--- src/rtl/tqvp_quad_gen_pkg.sv ---
// Shared constants for the four-channel quadrature generator peripheral.
// Register addresses, forward phase sequence and the period reset value.
package tqvp_quad_gen_pkg;

  localparam int NUM_CH     = 4;
  localparam int PRESCALE_W = 16;

  localparam logic [3:0] ADDR_CH0    = 4'd0;
  localparam logic [3:0] ADDR_CH1    = 4'd1;
  localparam logic [3:0] ADDR_CH2    = 4'd2;
  localparam logic [3:0] ADDR_CH3    = 4'd3;
  localparam logic [3:0] ADDR_PERIOD = 4'd4;
  localparam logic [3:0] ADDR_STATUS = 4'd5;
  localparam logic [3:0] ADDR_CLR    = 4'd6;
  localparam logic [3:0] ADDR_MODE   = 4'd7;

  // Forward (A,B) order; A is bit 1 so A leads B.
  localparam logic [1:0] PH_0 = 2'b00;
  localparam logic [1:0] PH_1 = 2'b10;
  localparam logic [1:0] PH_2 = 2'b11;
  localparam logic [1:0] PH_3 = 2'b01;

  localparam logic [7:0] RESET_PERIOD = 8'd128;

  function automatic logic [1:0] phase_next(input logic [1:0] ph, input logic fwd);
    logic [1:0] nxt;
    nxt = PH_0;
    case (ph)
      PH_0:    nxt = fwd ? PH_1 : PH_3;
      PH_1:    nxt = fwd ? PH_2 : PH_0;
      PH_2:    nxt = fwd ? PH_3 : PH_1;
      default: nxt = fwd ? PH_0 : PH_2;
    endcase
    return nxt;
  endfunction

endpackage

--- src/rtl/quad_gen_channel.sv ---
// One quadrature output channel: pending step request, position count and phase.
// Step/dir output mode is built only when QUAD_GEN_STEP_DIR_EN is defined.
module quad_gen_channel
  import tqvp_quad_gen_pkg::*;
(
  input  logic       clk,
  input  logic       rst_n,
  input  logic       i_strobe,
  input  logic       i_load,
  input  logic [7:0] i_load_data,
  input  logic       i_clear,
  input  logic       i_mode,
  output logic       o_a,
  output logic       o_b,
  output logic [7:0] o_position,
  output logic       o_busy
);

  logic signed [7:0] r_pending;
  logic [7:0]        r_position;
  logic [1:0]        r_phase;
  logic              w_step;
  logic              w_fwd;

  // A register write pre-empts any step due in the same cycle.
  assign w_step = i_strobe && !i_load && (r_pending != 8'sd0);
  assign w_fwd  = !r_pending[7];

  always_ff @(posedge clk) begin
    if (!rst_n) begin
      r_pending  <= 8'sd0;
      r_position <= 8'd0;
      r_phase    <= PH_0;
    end else begin
      if (i_load)
        r_pending <= $signed(i_load_data);
      else if (w_step)
        r_pending <= w_fwd ? r_pending - 8'sd1 : r_pending + 8'sd1;
      if (i_clear)
        r_position <= 8'd0;
      else if (w_step)
        r_position <= w_fwd ? r_position + 8'd1 : r_position - 8'd1;
      if (w_step)
        r_phase <= phase_next(r_phase, w_fwd);
    end
  end

`ifdef QUAD_GEN_STEP_DIR_EN
  logic r_pulse;
  logic r_dir;

  always_ff @(posedge clk) begin
    if (!rst_n) begin
      r_pulse <= 1'b0;
      r_dir   <= 1'b0;
    end else begin
      if (i_strobe) r_pulse <= w_step;
      if (w_step)   r_dir   <= w_fwd;
    end
  end

  assign o_a = i_mode ? r_pulse : r_phase[1];
  assign o_b = i_mode ? r_dir   : r_phase[0];
`else
  logic w_unused_mode;
  assign w_unused_mode = i_mode;
  assign o_a = r_phase[1];
  assign o_b = r_phase[0];
`endif

  assign o_position = r_position;
  assign o_busy     = (r_pending != 8'sd0);

endmodule

--- src/rtl/tqvp_matt_quad_gen.sv ---
// TinyQV peripheral emitting four channels of quadrature output at a programmable rate.
// Optional step/dir mode register at address 7 enabled by QUAD_GEN_STEP_DIR_EN.
module tqvp_matt_quad_gen
  import tqvp_quad_gen_pkg::*;
(
  input  logic       clk,
  input  logic       rst_n,
  input  logic [7:0] ui_in,
  output logic [7:0] uo_out,
  input  logic [3:0] address,
  input  logic       data_write,
  input  logic [7:0] data_in,
  output logic [7:0] data_out
);

  logic [7:0]            r_period;
  logic [PRESCALE_W-1:0] r_prescaler;
  logic [NUM_CH-1:0]     r_mode;
  logic                  w_strobe;
  logic                  w_period_wr;
  logic [NUM_CH-1:0]     w_a;
  logic [NUM_CH-1:0]     w_b;
  logic [NUM_CH-1:0]     w_busy;
  logic [7:0]            w_pos [NUM_CH];
  logic                  w_unused_ui;

  assign w_unused_ui = ^ui_in;
  assign w_strobe    = (r_prescaler == {r_period, 8'h00});
  assign w_period_wr = data_write && (address == ADDR_PERIOD);

  always_ff @(posedge clk) begin
    if (!rst_n) begin
      r_period    <= RESET_PERIOD;
      r_prescaler <= '0;
    end else if (w_period_wr) begin
      r_period    <= data_in;
      r_prescaler <= '0;
    end else if (w_strobe) begin
      r_prescaler <= '0;
    end else begin
      r_prescaler <= r_prescaler + 1'b1;
    end
  end

`ifdef QUAD_GEN_STEP_DIR_EN
  always_ff @(posedge clk) begin
    if (!rst_n)
      r_mode <= '0;
    else if (data_write && (address == ADDR_MODE))
      r_mode <= data_in[NUM_CH-1:0];
  end
`else
  assign r_mode = '0;
`endif

  for (genvar n = 0; n < NUM_CH; n++) begin : g_ch
    quad_gen_channel u_ch (
      .clk         (clk),
      .rst_n       (rst_n),
      .i_strobe    (w_strobe),
      .i_load      (data_write && (address == ADDR_CH0 + 4'(n))),
      .i_load_data (data_in),
      .i_clear     (data_write && (address == ADDR_CLR) && data_in[n]),
      .i_mode      (r_mode[n]),
      .o_a         (w_a[n]),
      .o_b         (w_b[n]),
      .o_position  (w_pos[n]),
      .o_busy      (w_busy[n])
    );
    assign uo_out[2*n]   = w_a[n];
    assign uo_out[2*n+1] = w_b[n];
  end

  always_comb begin
    data_out = 8'h00;
    case (address)
      ADDR_CH0:    data_out = w_pos[0];
      ADDR_CH1:    data_out = w_pos[1];
      ADDR_CH2:    data_out = w_pos[2];
      ADDR_CH3:    data_out = w_pos[3];
      ADDR_PERIOD: data_out = r_period;
      ADDR_STATUS: data_out = {4'b0, w_busy};
      ADDR_MODE:   data_out = {4'b0, r_mode};
      default:     data_out = 8'h00;
    endcase
  end

endmodule

--- config.mk ---
export PLATFORM = sky130hd
export DESIGN_NAME = tqvp_matt_quad_gen
export DESIGN_NICKNAME = d
export VERILOG_FILES = /design/src/rtl/tqvp_quad_gen_pkg.sv /design/src/rtl/quad_gen_channel.sv /design/src/rtl/tqvp_matt_quad_gen.sv
export SDC_FILE = /design/constraint.sdc
export NUM_CORES = 1
export LEC_CHECK = 0
export ABC_AREA = 1
export BUFFER_PORTS_ARGS = -buffer_cell sky130_fd_sc_hd__buf_2
export CELL_PAD_IN_SITES_DETAIL_PLACEMENT = 0
export CELL_PAD_IN_SITES_GLOBAL_PLACEMENT = 2
export CORE_ASPECT_RATIO = 1.2
export CORE_MARGIN = 3
export CORE_UTILIZATION = 35
export CTS_BUF_LIST = sky130_fd_sc_hd__clkbuf_8 sky130_fd_sc_hd__clkbuf_16
export DETAILED_ROUTE_END_ITERATION = 10
export PLACE_DENSITY_LB_ADDON = 0.1
export SETUP_SLACK_MARGIN = 0.1
export SYNTH_ARGS = -nofsm -noshare
export SYNTH_HDL_FRONTEND = slang
export SYNTH_SLANG_ARGS = --single-unit
--- constraint.sdc ---
create_clock -name clk -period 3.96 [get_ports clk]
set_input_delay 0.396 -clock clk [delete_from_list [all_inputs] [get_ports clk]]
set_output_delay 0.396 -clock clk [all_outputs]
set_load 0.02 [all_outputs]
==> results of run 1 <==
-- power breakdown --
group,internal (W),switching [W]
registers,0.000980,0.0000151
logic,0.000106,0.000206
clock network,0.000524,0.000403
-- state kept, by name (all words and copies together), names as in the netlist --
name and flops:
g_ch.u_ch.r_pending 32, r_period 8, g_ch.u_ch.r_phase 8, r_prescaler 16, g_ch.u_ch.o_position 32
-- per-stage QoR --
step                      total power, W  area [sq um]
after floorplan                 0.001239          7104
after CTS                       0.002268          7755
after global placement          0.001332          7446
after detailed placement        0.001332          7446
final                           0.002234          7755
after global routing            0.002357          7755
-- worst min-delay path, stage by stage --
cell and delay [ns]:
buf_2 0.18, nand2_1 0.07, o211ai_1 0.07
-- layout make-up --
| type | count | area [sq um] | area share |
|---|---|---|---|
| timing repair buffer | 37 | 202.7 | 0.02614 |
| sequential | 96 | 1922 | 0.2478 |
| inverter | 148 | 558.0 | 0.07196 |
| clock buffer | 11 | 252.7 | 0.03259 |
| tap | 261 | 326.6 | 0.04211 |
| multi-input combinational | 812 | 4437 | 0.5721 |
| clock inverter | 5 | 56.30 | 0.007260 |
-- per-layer routing --
layer / global-route usage / wire length, um / part of all wire
met2: 0.3312 / 9791 / 0.47
met3: 0.02385 / 675 / 0.032
met4: 0.04262 / 243 / 0.012
met5: 0 / 0 / 0
met1: 0.2675 / 10100 / 0.49
-- layout by cell type (no fill, tap or decap), types with 2 or more instances in the layout --
cell	instances
nand2_1	290
xnor2_1	20
ha_1	54
dfxtp_1	96
nor2_1	101
inv_1	145
nand3_1	78
o22ai_1	7
nor2_2	2
nand3b_1	3
buf_2	30
fa_1	8
buf_4	7
nand2_2	5
a221oi_1	5
clkbuf_16	9
nor3_1	7
or2_2	2
nand4_1	16
inv_2	2
nor2_4	5
nor3b_1	2
clkinv_4	2
a21oi_1	108
o21bai_1	4
nand3_2	6
clkbuf_8	2
xor2_1	26
o21ai_0	53
-- cell families (layout without fill, tap and decap cells) --
group	after synthesis	after routing	share of synthesized area
AO/OA/AOI/OAI	184	184	0.1374
XOR/XNOR	46	46	0.05671
adder cells (fa/ha/maj)	62	62	0.1176
buffers and inverters	180	201	0.1050
flip-flops	96	96	0.2705
AND/OR/NAND/NOR	520	520	0.3128
-- worst min-delay path by stage --
stage                endpoint  slack, ns  cells after the start
2_1_floorplan  r_prescaler[0]       0.43                      1
3_3_place_gp   r_prescaler[0]       0.45                      1
3_5_place_dp   r_prescaler[0]       0.45                      1
4_1_cts           r_period[7]       0.40                      3
5_1_grt           r_period[7]       0.41                      3
6_report          r_period[7]       0.40                      3
==> metrics, run 1 <==
post-layout min period=2.869 ns; r2r startpoint=g_ch[2].u_ch.r_pending[7]; FF-to-FF setup slack=1.30 ns; Diodes inserted=0; Max Freq=~0.35 GHz; # rows=56; Tcrit/Tclk final=0.7246; most numerous cell in the Yosys netlist=nand2_1; Async SR Flop Fraction=0; largest net degree at the start of global routing=24; Final Hold Fails=0; most common library cells after synthesis=nand2_1 (290), inv_1 (144), a21oi_1 (108); Power Dens Cells=288.1 nW/um^2; Synth Instances=1,088; Synth top area share=0.2705; crit end category=output pin; CP max stage delay=0.32 ns; dominant cell type by area after synthesis=dfxtp_1; fillers=approximately 2,300; final setup fails=0; Worst Setup SP=g_ch[0].u_ch.r_pending[7]; WP depth=9; vias=6,661; vias in the first global route=6,489; final wirelength=20,810 um; EDFF count, synth=0; hold buffers post-CTS=0; fin util=0.3925; clk slew on worst S/H paths=0.07 ns; R2R depth=10; Placer Congestion=around 0.79; Placed Instances=1,354; initial antenna violation count=0; Avg Cell Area, Syn=6.530 sq um; Detailed Place HPWL=15,870 um; max_cap viols=0; buffer count from post-CTS setup fixing=0; HP Start=data_in[7]; grt total ovfl=0; Crit Path Max Fanout=11; Port Buffers=30; drt first pass iters=4; Pins Over Slew Limit=0; syn_nets=1,173; synthesized area=7104 sq um; Arr. time, crit path=2.47 ns; die height=162.1 um; Sinks on Clock Net=96; Longest Clk Path Bufs=2; Via density=4.862; #FFs+latches synth=96; P_leak=~3.7 nW; slew margin rel.=0.5059; worst r2r dst=g_ch[2].u_ch.r_pending[7]; RSZ-0062 raised after global routing=false; worst hold path class=primary input to flop; CP cell instances=buf_4 -> inv_1 -> ha_1 -> nand2_1 -> nor2_1 -> o22ai_1 -> a211oi_1 -> o21ai_0 -> buf_2; startpoint types=flop; Crit path max-delay family=buffers and inverters; share of layout cells above drive strength 1=0.06763; Remaining DRCs=0; Unique masters post-synth=41; register area share after synthesis=0.2705; post-CTS sizing=0; Crit Path Class=flop to output pin; Worst path slowest cell=inv_1; Initial Util=0.3595; Clock Skew=0.009064 ns; setup_tns=0 ns; CP Data Required Time=around 3.6 ns; Final Net Count=1,189; crit path capture=data_out[0]; Area contributors post-synth=dfxtp_1 (27%), nand2_1 (15%), ha_1 (9.5%); first-pass GRT wire length=34,090 um; Top Ports=39; setup ws final=1.091 ns; First DRT Iteration DRCs=306; Min Hold Slack=roughly 0.40 ns; CTS root buf=clkbuf_16; Least-Margin Pin Slew=0.7412 ns; Worst-Skew Late Latency=0.36 ns; GRT Total Usage=0.1959; Core ar.=around 20,000 sq um; final cell count without fillers=1,370; Place WS=between 1 and 1.5 ns; wire per inst=15.19 um; Die Width=136.1 um; area grow syn2layout=9.158%; CTS tree=built; H-tree levels=3; worst vdd ir=roughly 0.24 mV; total clock buffers created by CTS=9; DRT antenna net count=0; Synth Flop Type=dfxtp_1; Die ar.=22,050 sq um; Synth Warn #=0; outcome=completed; Critical path buffers and inverters=3
Power figures use the tool's default switching activity.
==> run 2, diff against run 1 <==
- clock period: 3.96 -> 3 ns (I/O delays scaled with it)
==> metrics, run 2 (synthesis gave the netlist of run 1 again) <==
outcome=completed; crit end category=output pin; CP cell instances=inv_1 -> ha_1 -> nand2_1 -> nor2_1 -> o22ai_1 -> a211oi_1 -> o21ai_0 -> buf_2; Top Ports=39; worst vdd ir=0.2672 mV; Detailed Place HPWL=15,950 um; fillers=2,197; Remaining DRCs=0; DRT antenna net count=0; CP max stage delay=~0.32 ns; Worst path slowest cell=inv_1; Worst-Skew Late Latency=around 0.36 ns; H-tree levels=3; buffer count from post-CTS setup fixing=0; Crit Path Max Fanout=9; share of layout cells above drive strength 1=0.07252; Pins Over Slew Limit=0; Critical path buffers and inverters=2; Die ar.=22,050 sq um; First DRT Iteration DRCs=319; slew margin rel.=0.6286; Power Dens Cells=370.6 nW/um^2; Placer Congestion=between 0.8 and 0.9; vias in the first global route=~6,300; Crit path max-delay family=buffers and inverters; Longest Clk Path Bufs=2; Sinks on Clock Net=96; Least-Margin Pin Slew=0.5565 ns; setup ws final=0.4417 ns; die height=approximately 160 um; first-pass GRT wire length=33,550 um; total clock buffers created by CTS=9; Place WS=between 0.6 and 0.7 ns; clk slew on worst S/H paths=about 0.060 ns; vias=6,650; Tcrit/Tclk final=0.8528; Core ar.=19,760 sq um; Clock Skew=0.008953 ns; Die Width=136.1 um; GRT Total Usage=0.1935; wire per inst=15.08 um; max_cap viols=0; initial antenna violation count=0; Max Freq=0.3909 GHz; CTS root buf=clkbuf_16; Arr. time, crit path=2.26 ns; grt total ovfl=0; most frequent cells in the layout=nand2_1 (290), inv_1 (147), a21oi_1 (108); CTS tree=built; final wirelength=20,780 um; Diodes inserted=0; post-layout min period=2.558 ns; Crit Path Class=flop to output pin; Final Net Count=1,197; Initial Util=0.3595; worst hold path class=primary input to flop; CP Data Required Time=between 2 and 3 ns; Via density=4.826; Final Hold Fails=0; drt first pass iters=4; hold buffers post-CTS=0; # rows=56; largest net degree at the start of global routing=31; startpoint types=flop; final setup fails=0; most common cell after layout, fill and taps aside=nand2_1; area grow syn2layout=9.616%; post-CTS sizing=0; Port Buffers=30; RSZ-0062 raised after global routing=false; setup_tns=0 ns; P_leak=3.713 nW
## run 2: worst reg2reg max path: cells and delay by family (launching register included)
family | cells | cell delay, ns
flops | 1 | 0.31
fa+ha+maj | 1 | 0.24
compound gates | 2 | 0.21
buf+inv | 2 | 0.61
simple gates | 4 | 0.78
## run 2: cell type report
cell class | instances | area (sq um) | area share
inverters | 148 | 558.0 | 0.07166
repair buffers | 45 | 262.8 | 0.03374
well taps | 261 | 326.6 | 0.04193
clock buffers | 9 | 225.2 | 0.02892
clock inverters | 7 | 56.30 | 0.007230
multi-input cells | 812 | 4437 | 0.5697
flip-flops and latches | 96 | 1922 | 0.2468
## run 2: path summary, 6_finish.rpt
path	from	to	slack, ns	depth (start not counted)
max	g_ch[0].u_ch.r_pending[7]	data_out[0]	0.44	8
min reg2reg	r_prescaler[0]	r_prescaler[0]	0.47	1
max reg2reg	g_ch[1].u_ch.r_pending[7]	g_ch[1].u_ch.o_position[4]	0.79	9
min	data_in[7]	r_period[7]	0.27	3
## run 2: per-stage QoR
step                power, W    util  instance area [sq um]  cells  hold slack (ns)
floorplan           0.001636       -                   7104   1088           0.4296
global placement    0.001763  0.3799                   7506   1362           0.4501
detailed placement  0.001761  0.3799                   7506   1362           0.4622
CTS                 0.002931  0.3941                   7787   1378           0.2599
global route        0.003054  0.3941                   7787   1378           0.2846
finish              0.002886  0.3941                   7787   1378           0.2671
## run 2: per-layer routing
| layer | GRT usage | vias up | part of all wire |
|---|---|---|---|
| met5 | 0 | - | 0 |
| met1 | 0.2640 | 3001 | 0.49 |
| li1 | - | 3568 | - |
| met3 | 0.02261 | 17 | 0.020 |
| met2 | 0.3236 | 64 | 0.48 |
| met4 | 0.05179 | 0 | 0.015 |
## run 2: power breakdown
group | internal [W] | leakage, nW | switching, W
clock | 0.000634 | 0.153 | 0.000524
sequential | 0.00129 | 0.775 | 0.0000185
combinational | 0.000142 | 2.79 | 0.000273
